$ cat src/rtl/sar_cmp_responder_if.sv
// Handshake bundle between a SAR conversion controller (master) and the
// sar_cmp_responder comparator stand-in (slave).
interface sar_cmp_responder_if #(
    parameter int WIDTH = 8
);
    logic [WIDTH-1:0] AnalogIn;
    logic             SampleReq;
    logic             CmpReq;
    logic [WIDTH-1:0] SAROut;
    logic             Compare;
    logic             CmpAck;
    logic             Busy;
    logic             ConvDone;
    logic [WIDTH-1:0] Result;
    logic             TrialErr;
    logic             Overrun;

    modport master (
        output AnalogIn, SampleReq, CmpReq, SAROut,
        input  Compare, CmpAck, Busy, ConvDone, Result, TrialErr, Overrun
    );

    modport slave (
        input  AnalogIn, SampleReq, CmpReq, SAROut,
        output Compare, CmpAck, Busy, ConvDone, Result, TrialErr, Overrun
    );
endinterface

$ cat src/rtl/sar_cmp_responder.sv
// Sample-and-hold / DAC / comparator stand-in that shadows the SAR binary search.
// Optional compare dither via macro SAR_CMP_DITHER_EN.
module sar_cmp_responder #(
    parameter int         WIDTH        = 8,
    parameter int         TRACK_CYCLES = 4,
    parameter logic [7:0] LFSR_SEED    = 8'hA5
) (
    input  logic                  Clock,
    input  logic                  Reset,
    sar_cmp_responder_if.slave    bus
);
    localparam int CW = $clog2(WIDTH + 1);
    localparam int TW = (TRACK_CYCLES > 1) ? $clog2(TRACK_CYCLES) : 1;
    localparam logic [WIDTH-1:0] MSB_ONE = {1'b1, {(WIDTH-1){1'b0}}};

    typedef enum logic [2:0] {
        S_IDLE  = 3'd0,
        S_TRACK = 3'd1,
        S_HOLD  = 3'd2,
        S_CONV  = 3'd3,
        S_DONE  = 3'd4
    } state_t;

    if (LFSR_SEED == 8'h00) begin : g_seed_chk
        $error("LFSR_SEED must be non-zero");
    end
    if (TRACK_CYCLES < 1) begin : g_track_chk
        $error("TRACK_CYCLES must be at least 1");
    end

    state_t           state_q, state_d;
    logic [WIDTH-1:0] held_q, held_d;
    logic [TW-1:0]    trk_cnt_q, trk_cnt_d;
    logic [CW-1:0]    cnt_q, cnt_d;
    logic [WIDTH-1:0] shadow_q, shadow_d;
    logic             compare_q, compare_d;
    logic             cmp_ack_q, cmp_ack_d;
    logic             busy_q, busy_d;
    logic             conv_done_q, conv_done_d;
    logic [WIDTH-1:0] result_q, result_d;
    logic             trial_err_q, trial_err_d;
    logic             overrun_q, overrun_d;

    logic [WIDTH-1:0] held_eff_s;
    logic [WIDTH-1:0] cur_bit_s;
    logic [WIDTH-1:0] next_bit_s;
    logic             cmp_s;
    logic             busy_state_s;
    logic             cmp_accept_s;

`ifdef SAR_CMP_DITHER_EN
    logic [7:0] lfsr_q, lfsr_d;

    function automatic logic [7:0] lfsr_step(input logic [7:0] v);
        return {v[6:0], v[7] ^ v[5] ^ v[4] ^ v[3]};
    endfunction

    // 00 -> -1, 11 -> +1, otherwise 0; saturates at both ends of the code range
    function automatic logic [WIDTH-1:0] dither_apply(input logic [WIDTH-1:0] h,
                                                      input logic [1:0]       sel);
        logic [WIDTH-1:0] r;
        case (sel)
            2'b00:   r = (h == {WIDTH{1'b0}}) ? h : h - {{(WIDTH-1){1'b0}}, 1'b1};
            2'b11:   r = (h == {WIDTH{1'b1}}) ? h : h + {{(WIDTH-1){1'b0}}, 1'b1};
            default: r = h;
        endcase
        return r;
    endfunction

    // Dither LFSR next value: advances only on an accepted compare
    always_comb begin
        lfsr_d = lfsr_q;
        if (cmp_accept_s) begin
            lfsr_d = lfsr_step(lfsr_q);
        end else begin
            lfsr_d = lfsr_q;
        end
    end

    // Dither LFSR register
    always_ff @(posedge Clock or negedge Reset) begin
        if (!Reset) begin
            lfsr_q <= LFSR_SEED;
        end else begin
            lfsr_q <= lfsr_d;
        end
    end

    assign held_eff_s = dither_apply(held_q, lfsr_q[1:0]);
`else
    assign held_eff_s = held_q;
`endif

    assign cmp_s        = (held_eff_s >= bus.SAROut);
    assign cur_bit_s    = MSB_ONE >> cnt_q;
    assign next_bit_s   = cur_bit_s >> 1;
    assign busy_state_s = (state_q == S_TRACK) || (state_q == S_HOLD) || (state_q == S_CONV);
    assign cmp_accept_s = (state_q == S_CONV) && (cnt_q != CW'(WIDTH)) && bus.CmpReq;

    // Next-state and next-output computation for the whole responder
    always_comb begin
        state_d     = state_q;
        held_d      = held_q;
        trk_cnt_d   = trk_cnt_q;
        cnt_d       = cnt_q;
        shadow_d    = shadow_q;
        compare_d   = compare_q;
        cmp_ack_d   = 1'b0;
        conv_done_d = 1'b0;
        result_d    = result_q;
        trial_err_d = trial_err_q;

        case (state_q)
            S_IDLE, S_DONE: begin
                if (bus.SampleReq) begin
                    state_d     = S_TRACK;
                    trk_cnt_d   = {TW{1'b0}};
                    cnt_d       = {CW{1'b0}};
                    shadow_d    = {WIDTH{1'b0}};
                    result_d    = {WIDTH{1'b0}};
                    trial_err_d = 1'b0;
                end else begin
                    state_d = state_q;
                end
            end
            S_TRACK: begin
                held_d = bus.AnalogIn;
                if (trk_cnt_q == TW'(TRACK_CYCLES - 1)) begin
                    state_d   = S_HOLD;
                    trk_cnt_d = {TW{1'b0}};
                end else begin
                    trk_cnt_d = trk_cnt_q + TW'(1);
                end
            end
            S_HOLD: begin
                state_d  = S_CONV;
                shadow_d = MSB_ONE;
            end
            S_CONV: begin
                // One idle CONV cycle after the last ack lets ConvDone trail CmpAck
                if (cnt_q == CW'(WIDTH)) begin
                    state_d     = S_DONE;
                    result_d    = shadow_q;
                    conv_done_d = 1'b1;
                end else if (bus.CmpReq) begin
                    compare_d = cmp_s;
                    cmp_ack_d = 1'b1;
                    if (bus.SAROut != shadow_q) begin
                        trial_err_d = 1'b1;
                    end else begin
                        trial_err_d = trial_err_q;
                    end
                    shadow_d = (shadow_q & ~(cmp_s ? {WIDTH{1'b0}} : cur_bit_s)) | next_bit_s;
                    cnt_d    = cnt_q + CW'(1);
                end else begin
                    state_d = S_CONV;
                end
            end
            default: begin
                state_d = S_IDLE;
            end
        endcase

        if (bus.SampleReq && busy_state_s) begin
            overrun_d = 1'b1;
        end else begin
            overrun_d = 1'b0;
        end

        busy_d = (state_d == S_TRACK) || (state_d == S_HOLD) || (state_d == S_CONV);
    end

    // State and registered outputs
    always_ff @(posedge Clock or negedge Reset) begin
        if (!Reset) begin
            state_q     <= S_IDLE;
            held_q      <= {WIDTH{1'b0}};
            trk_cnt_q   <= {TW{1'b0}};
            cnt_q       <= {CW{1'b0}};
            shadow_q    <= {WIDTH{1'b0}};
            compare_q   <= 1'b0;
            cmp_ack_q   <= 1'b0;
            busy_q      <= 1'b0;
            conv_done_q <= 1'b0;
            result_q    <= {WIDTH{1'b0}};
            trial_err_q <= 1'b0;
            overrun_q   <= 1'b0;
        end else begin
            state_q     <= state_d;
            held_q      <= held_d;
            trk_cnt_q   <= trk_cnt_d;
            cnt_q       <= cnt_d;
            shadow_q    <= shadow_d;
            compare_q   <= compare_d;
            cmp_ack_q   <= cmp_ack_d;
            busy_q      <= busy_d;
            conv_done_q <= conv_done_d;
            result_q    <= result_d;
            trial_err_q <= trial_err_d;
            overrun_q   <= overrun_d;
        end
    end

    assign bus.Compare  = compare_q;
    assign bus.CmpAck   = cmp_ack_q;
    assign bus.Busy     = busy_q;
    assign bus.ConvDone = conv_done_q;
    assign bus.Result   = result_q;
    assign bus.TrialErr = trial_err_q;
    assign bus.Overrun  = overrun_q;
endmodule

$ cat src/flat_wrapper.sv
// flat-port wrapper written by rule: the top's interface ports become plain ports
module sar_cmp_responder_flat 
#(
    parameter int         WIDTH        = 8,
    parameter int         TRACK_CYCLES = 4,
    parameter logic [7:0] LFSR_SEED    = 8'hA5
)
  (Clock, Reset, bus_AnalogIn, bus_SampleReq, bus_CmpReq, bus_SAROut, bus_Compare, bus_CmpAck, bus_Busy, bus_ConvDone, bus_Result, bus_TrialErr, bus_Overrun);
  sar_cmp_responder_if #(.WIDTH(WIDTH)) bus_i ();
  input  logic Clock;
  input  logic Reset;
  input wire logic [$bits(bus_i.AnalogIn)-1:0] bus_AnalogIn;
  input wire logic [$bits(bus_i.SampleReq)-1:0] bus_SampleReq;
  input wire logic [$bits(bus_i.CmpReq)-1:0] bus_CmpReq;
  input wire logic [$bits(bus_i.SAROut)-1:0] bus_SAROut;
  output wire logic [$bits(bus_i.Compare)-1:0] bus_Compare;
  output wire logic [$bits(bus_i.CmpAck)-1:0] bus_CmpAck;
  output wire logic [$bits(bus_i.Busy)-1:0] bus_Busy;
  output wire logic [$bits(bus_i.ConvDone)-1:0] bus_ConvDone;
  output wire logic [$bits(bus_i.Result)-1:0] bus_Result;
  output wire logic [$bits(bus_i.TrialErr)-1:0] bus_TrialErr;
  output wire logic [$bits(bus_i.Overrun)-1:0] bus_Overrun;
  assign bus_i.AnalogIn = bus_AnalogIn;
  assign bus_i.SampleReq = bus_SampleReq;
  assign bus_i.CmpReq = bus_CmpReq;
  assign bus_i.SAROut = bus_SAROut;
  assign bus_Compare = bus_i.Compare;
  assign bus_CmpAck = bus_i.CmpAck;
  assign bus_Busy = bus_i.Busy;
  assign bus_ConvDone = bus_i.ConvDone;
  assign bus_Result = bus_i.Result;
  assign bus_TrialErr = bus_i.TrialErr;
  assign bus_Overrun = bus_i.Overrun;
  sar_cmp_responder #(.WIDTH(WIDTH), .TRACK_CYCLES(TRACK_CYCLES), .LFSR_SEED(LFSR_SEED)) u_core (.Clock(Clock), .Reset(Reset), .bus(bus_i));
endmodule
$ cat config.mk
export PLATFORM = sky130hd
export DESIGN_NAME = sar_cmp_responder_flat
export DESIGN_NICKNAME = d
export VERILOG_FILES = /design/src/rtl/sar_cmp_responder_if.sv /design/src/rtl/sar_cmp_responder.sv /design/src/flat_wrapper.sv
export SDC_FILE = /design/constraint.sdc
export NUM_CORES = 1
export LEC_CHECK = 0
export CAP_MARGIN = 20
export CORE_MARGIN = 5
export CORE_UTILIZATION = 48
export CTS_CLUSTER_DIAMETER = 60
export DETAILED_ROUTE_END_ITERATION = 12
export DONT_BUFFER_PORTS = 1
export PLACE_DENSITY_LB_ADDON = 0.3
export SYNTH_ARGS = -nofsm -noshare
export SYNTH_HDL_FRONTEND = slang
export SYNTH_SLANG_ARGS = --single-unit
export TNS_END_PERCENT = 1
$ cat constraint.sdc
create_clock -name Clock -period 2.7 [get_ports Clock]
set_input_delay 0.54 -clock Clock [delete_from_list [all_inputs] [get_ports Clock]]
set_output_delay 0.54 -clock Clock [all_outputs]
set_load 0.01 [all_outputs]
Word-level counts from Yosys, hierarchy flattened
Index checks and enable logic that the tools add are counted.
W data, S select, Z words.

word-level totals
  logic and storage cells = 81
  memory bits (read-only) = 0
  input port bits = 20
  register bits after elaboration = 39
  output and inout bits = 14
  memories = 0
  latch bits = 0
  RAM bits = 0

cells by class
  multipliers = 0
  reduce and logical (&&, ||, !) cells = 16
  bitwise gates (word level) = 4
  muxes and demuxes = 30
  $lt $le $gt $ge = 1
  div/mod/pow operators = 0
  equal/unequal tests = 15
  shift-type cells = 1
  $add $sub $neg = 2

operators with widths
  cell                   count
  $mux W8                5
  $pmux W8 S3            1
  $pmux W8 S2            1
  $eq A3 B2 Y1 const B   4
  $mux W3                4
  $mux W4                3
  $pmux W3 S4            1
  $mux W1                10
  $ne A2 B2 Y1 const B   5
  $and A8 B8 Y8          1
  $ge A8 B8 Y1           1
  $ne A8 B8 Y1           1
  $not A8 Y8             1
  $or A8 B7 Y8           1
  $pmux W4 S2            1
  $reduce_and A4 Y1      2
  $shr A8 B4 Y8 const A  1
  $eq A3 B1 Y1 const B   2
  $reduce_and A3 Y1      2
  $reduce_and A5 Y1      1
  $add A4 B1 Y4 const B  1
  $eq A4 B4 Y1 const B   1
  $logic_or A1 B1 Y1     4
  $mux W2                2
  other kinds (12)       13

Longest topological paths before layout
  depth after elaboration = 8
  depth in mapped cells = 8
  mapped depth without buffers = 7

Least setup slack after synthesis
Ideal clock, no wire load.

  kind = input-to-reg
  from = input port bus_SAROut[6]
  to = register u_core.shadow_q[0]
  slack = 767 ps
  arrival time = 1806 ps
  library setup time = 128 ps
  required time = 2572 ps
  stages on the path = 6
  buffers on the path = 0
  path through = inv_1 ha_1 a21o_1 a221oi_4 nor4bb_1 o21ai_1

on the way
  word-level cells in the longest chain between the ends = 8

ends and longest elaborated chain
  what                  RTL line                  RTL
  start, declared       flat_wrapper.sv:15        input wire logic [$bits(bus_i.SAROut)-1:0] bus_SAROut;
  $ge A8 B8 Y1          sar_cmp_responder.sv:94   assign cmp_s = (held_eff_s >= bus.SAROut);
  $mux W8               sar_cmp_responder.sv:153  shadow_d = (shadow_q & ~(cmp_s ? {WIDTH{1'b0}} : cur_bit_s)) | next_bit_s;
  $not A8 Y8            sar_cmp_responder.sv:153
  $and A8 B8 Y8         sar_cmp_responder.sv:153
  $or A8 B7 Y8          sar_cmp_responder.sv:153
  $mux W8               sar_cmp_responder.sv:145  end else if (bus.CmpReq) begin
  $mux W8               sar_cmp_responder.sv:141  if (cnt_q == CW'(WIDTH)) begin
  $pmux W8 S3           sar_cmp_responder.sv:113  case (state_q)
  end signal, assigned  sar_cmp_responder.sv:180  shadow_q <= {WIDTH{1'b0}};
  end signal, assigned  sar_cmp_responder.sv:193  shadow_q <= shadow_d;
  end, declared         sar_cmp_responder.sv:35   logic [WIDTH-1:0] shadow_q, shadow_d;

No other way between the ends. The select of a mux whose other input is x is not followed.
A chain may end at the register's enable or synchronous reset.

Worst setup path in the final report
  from = register u_core.cnt_q[1]
  to = register u_core.shadow_q[4]

on the way
  word-level cells in the longest chain between the ends = 8
  elaborated cells between the ends (all ways) = 11
  classes of those cells = 2 x eq/ne; 1 x shift; 4 x mux; 3 x bitwise; 1 x reduce/logical

ends and longest elaborated chain
  what                    RTL line                  RTL
  start, declared         sar_cmp_responder.sv:34   logic [CW-1:0] cnt_q, cnt_d;
  start signal, assigned  sar_cmp_responder.sv:179  cnt_q <= {CW{1'b0}};
  start signal, assigned  sar_cmp_responder.sv:192  cnt_q <= cnt_d;
  $shr A8 B4 Y8           sar_cmp_responder.sv:95   assign cur_bit_s = MSB_ONE >> cnt_q;
  $mux W8                 sar_cmp_responder.sv:153
  $not A8 Y8              sar_cmp_responder.sv:153
  $and A8 B8 Y8           sar_cmp_responder.sv:153
  $or A8 B7 Y8            sar_cmp_responder.sv:153
  $mux W8                 sar_cmp_responder.sv:145
  $mux W8                 sar_cmp_responder.sv:141
  $pmux W8 S3             sar_cmp_responder.sv:113

Parallel ways exist; a longest one is shown, timed or not. The select of a mux whose other input is x is not followed.

==> results list <==
- The floorplan has 24 rows.
* Worst rel slew slack: 67.9%
- Walking the worst path, the cells encountered are inv_1, ha_1, nand4b_4, nor2_4, a221o_2, nor3_1, a21oi_1.
- Global routing used 16.0% of the available tracks across all layers.
- Slew at the pin closest to its max-slew limit: 481 ps
- At the end of the flow, the number of nets in the layout was 248.
- Number of unique standard cell types used by synthesis: 45
- Main flop type after synthesis: sky130_fd_sc_hd__dfrtp_1
* Die W: 77.7 um
- Antenna Nets Post-Route: 0
- The commonest cells after synthesis are sky130_fd_sc_hd__dfrtp_1 (39), sky130_fd_sc_hd__nand2_1 (29), sky130_fd_sc_hd__o21ai_0 (18), sky130_fd_sc_hd__ha_1 (15), sky130_fd_sc_hd__inv_1 (13).
- Library cell contributing the largest single delay on the critical path: sky130_fd_sc_hd__dfrtp_1
- For this design the total switching power over the nets is 1.06 mW.
- The count of pins over their slew limit came to 0.
* Hold Vio Cnt, Final: 0
* Met1 WL: 1970 um
- Yosys mapped a number of flops with a built-in enable equal to 0.
- The routed layout has 1562 vias.
* Relative area change from synthesis to final layout: 6.83%
- Peak per-stage delay on the critical path: 410 ps
- The number of antenna violations at the first check in global routing is 0.
- Number of warnings reported in the yosys synthesis log: 0
- Max-cap violations: 0
- Avg Synthesized Cell Area: 10.4 um2
- Highest Clock Rate: 0.487 GHz
- Final critical path time including I/O delays and setup: 2050 ps
- Share of total power in combinational logic: 37.2%
- Standby leakage power: 1.05 nW
- Share of the clock period used by the worst path: 76.0%
* Clock latency at the later pin of the worst-skew pair: 290 ps
- In this run the power density over the cells is 1140 nW/um2.
- Detailed-routed wire length on met3: 444 um
* Result of the run: finished, final reports clean
* Critical-path maximum fanout: 19
* Detailed-route wire length: 4430 um
- Final estimated routing congestion in global placement: 0.815
* Net switching fraction of the power: 39.8%
- The number of setup buffers added after CTS is 0.
- Floorplan Core Area: 4380 um2
- After synthesis the netlist holds a flip-flop and latch count of 39.
- Number of H-tree branching levels: 2
- The internal power of the cells totals 1.61 mW.
- The placed instances occupy a cell area of 2210 um2.
- Entering global routing, the biggest net connects 40 pins.
- Among all cell types in the netlist, the one instantiated most often is sky130_fd_sc_hd__dfrtp_1.
- Once the floorplan was initialized, standard cells occupied 50.1% of the core.
- The clock arrives with 3.52 ps of skew.
- The finished cells cover 2350 um2.
- Clock tree synthesis found a total of 39 sinks.
- sky130_fd_sc_hd__dfrtp_1 takes more of the synthesized area than any other cell.
* Placed wire-length estimate after detailed placement: 3280 um
- Power Total: 2.67 mW
* # port buffers: 0
- Crit. End Element: flop
* Bufs and invs on worst path: 1
- The number of global-route vias before repair came to 1575.
* Overall die area: 6030 um2
* Final-layout setup total negative slack: 0 ps
* TritonCTS clock tree: yes
- In the routed design, unresolved DRC markers number 0.
* Number of top-level pins: 34
- DRT iter0 DRCs: 109
- Post-CTS clock slew at the launch and capture registers of the worst setup and hold paths: 80 ps
- Counting every net in the synthesized netlist gives 247.
* Multi-input gate area: 1100 um2
- Fill cells in the final layout number 392.
* Worst Path Arrival: 2270 ps
- Number of iterations in the first detailed-routing pass: 4
* Max Used Layer: met4
- In this run the cell area of the synthesized design comes to 2200 um2.
- Using the TritonRoute via totals, the vias-per-cell ratio works out to 5.87.
* Worst IR drop on VDD: 0.000442 V
- Type of origin of the critical path: flop
* First-pass GRT wire length: 7770 um
- Share of the synthesized area in the top cell type: 44.4%
- After synthesis, the cell types taking the most area are sky130_fd_sc_hd__dfrtp_1 (44%), sky130_fd_sc_hd__ha_1 (8.5%), sky130_fd_sc_hd__nand2_1 (5.0%), sky130_fd_sc_hd__o21ai_0 (4.1%), sky130_fd_sc_hd__mux2_2 (3.6%).
- Routed length per placed instance: 16.6 um
- Proportion of register bits with asynchronous set or reset after synthesis: 100%
- Unrepaired setup endpoints after global routing: no
- Synthesis produced 212 cells.
- Detailed-routed wire length on met2: 1950 um
- Antenna fix cells: 0
* Sequential cell fraction of total power: 43.7%
- Kind of cell with the highest combined delay on the critical path: simple AND/OR/NAND/NOR gates
- Setup violations remaining at the end of the flow were counted as 0.
- CTS buffer count: 5
- Data on the critical path is required at its endpoint by 2920 ps.
* Die Span Y: 77.7 um
- Total area of sequential cells: 976 um2
- Number of buffers on the longest clock path: 2
* Gr ovfl total: 0
* Critical path start-end classification: flop to flop
- Layout cells sized above 1: 14.5%
- Share of synthesized area occupied by flip-flops and latches: 44.4%
- In this run the worst hold path is classified as input port to async pin.
- The tree is rooted in a sky130_fd_sc_hd__clkbuf_8.
- Clock power frac: 19.0%
==> sequential cells by signal, indices dropped and copies added, names as in the netlist <==
register and count:
u_core.bus.Result 8, u_core.held_eff_s 8, u_core.shadow_q 8, u_core.cnt_q 4, u_core.state_q 3, u_core.trk_cnt_q 2
u_core.bus.Busy 1, u_core.bus.CmpAck 1, u_core.bus.Compare 1, u_core.bus.ConvDone 1, u_core.bus.Overrun 1, u_core.bus.TrialErr 1
==> logic make-up after synthesis <==
logic type               share of synthesized area [%]
AND/OR/NAND/NOR                                   20.0
AO/OA/AOI/OAI                                     14.5
flip-flops                                        44.4
buffers and inverters                             5.35
adder cells (fa/ha/maj)                           8.54
XOR/XNOR                                          3.59
multiplexers                                      3.59
==> final timing paths <==
path	start	end	slack, ps	depth (start not counted)
min in group Clock	bus_AnalogIn[0]	u_core.held_eff_s[0]$_DFFE_PN0P_	370	2
max in group asynchronous	Reset	u_core.trk_cnt_q[1]$_DFFE_PN0P_	2430	1
worst min-delay path	Reset	u_core.bus.ConvDone$_DFF_PN0_	80	1
worst max register to register	u_core.cnt_q[1]$_DFFE_PN0P_	u_core.shadow_q[4]$_DFFE_PN0P_	650	7
worst min register to register	u_core.trk_cnt_q[1]$_DFFE_PN0P_	u_core.trk_cnt_q[1]$_DFFE_PN0P_	520	1
worst max-delay path	u_core.cnt_q[1]$_DFFE_PN0P_	u_core.shadow_q[4]$_DFFE_PN0P_	650	7
==> final cells by class <==
cell class,instances,share of cell area (%)
clock buffers,6,3.52
clock inverters,2,1.49
inverters,14,2.45
multi-input cells,151,47.0
flip-flops and latches,39,41.6
well taps,52,2.77
repair buffers,2,1.17
==> cell usage in the layout, fill, tap and decap left out, types with 5 or more instances in the layout <==
cell type	Yosys	layout
sky130_fd_sc_hd__o21ai_0	18	18
sky130_fd_sc_hd__dfrtp_1	39	39
sky130_fd_sc_hd__nor2_1	7	7
sky130_fd_sc_hd__inv_1	13	13
sky130_fd_sc_hd__nand3_1	9	9
sky130_fd_sc_hd__xnor2_1	9	9
sky130_fd_sc_hd__a22oi_1	5	5
sky130_fd_sc_hd__clkbuf_8	0	6
sky130_fd_sc_hd__ha_1	15	15
sky130_fd_sc_hd__nand2_1	29	29
sky130_fd_sc_hd__o211ai_1	7	7
sky130_fd_sc_hd__mux2_2	7	7
==> metal layers <==
layer	GRT usage, %	vias up
li1	-	751
met1	21.6	741
met2	23.7	61
met3	6.37	9
met4	4.47	0
met5	0	-
==> power by group through the flow <==
stage	logic, mW	registers [mW]	clock network, mW
after floorplan	0.929	1.03	0
after global placement	0.963	1.17	0
after detailed placement	0.979	1.18	0
after CTS	1.00	1.17	0.524
after global routing	1.13	1.21	0.549
final	0.993	1.17	0.508
==> stage by stage <==
stage / util (%) / hold WS, ps / cells / setup WS, ps
floorplan: - / 244 / 212 / 767
global placement: 50.4 / 246 / 257 / 679
detailed placement: 50.4 / 246 / 257 / 621
CTS: 53.6 / 79.4 / 266 / 661
global route: 53.6 / 85.7 / 266 / 464
finish: 53.6 / 76.5 / 266 / 647
==> repair_timing <==
action | 4_1_cts | 5_1_grt
gates resized for setup | 0 | 0
endpoints found under the hold margin | 39 | 0
hold buffers | 1 | 0
Power figures use the tool's default switching activity.
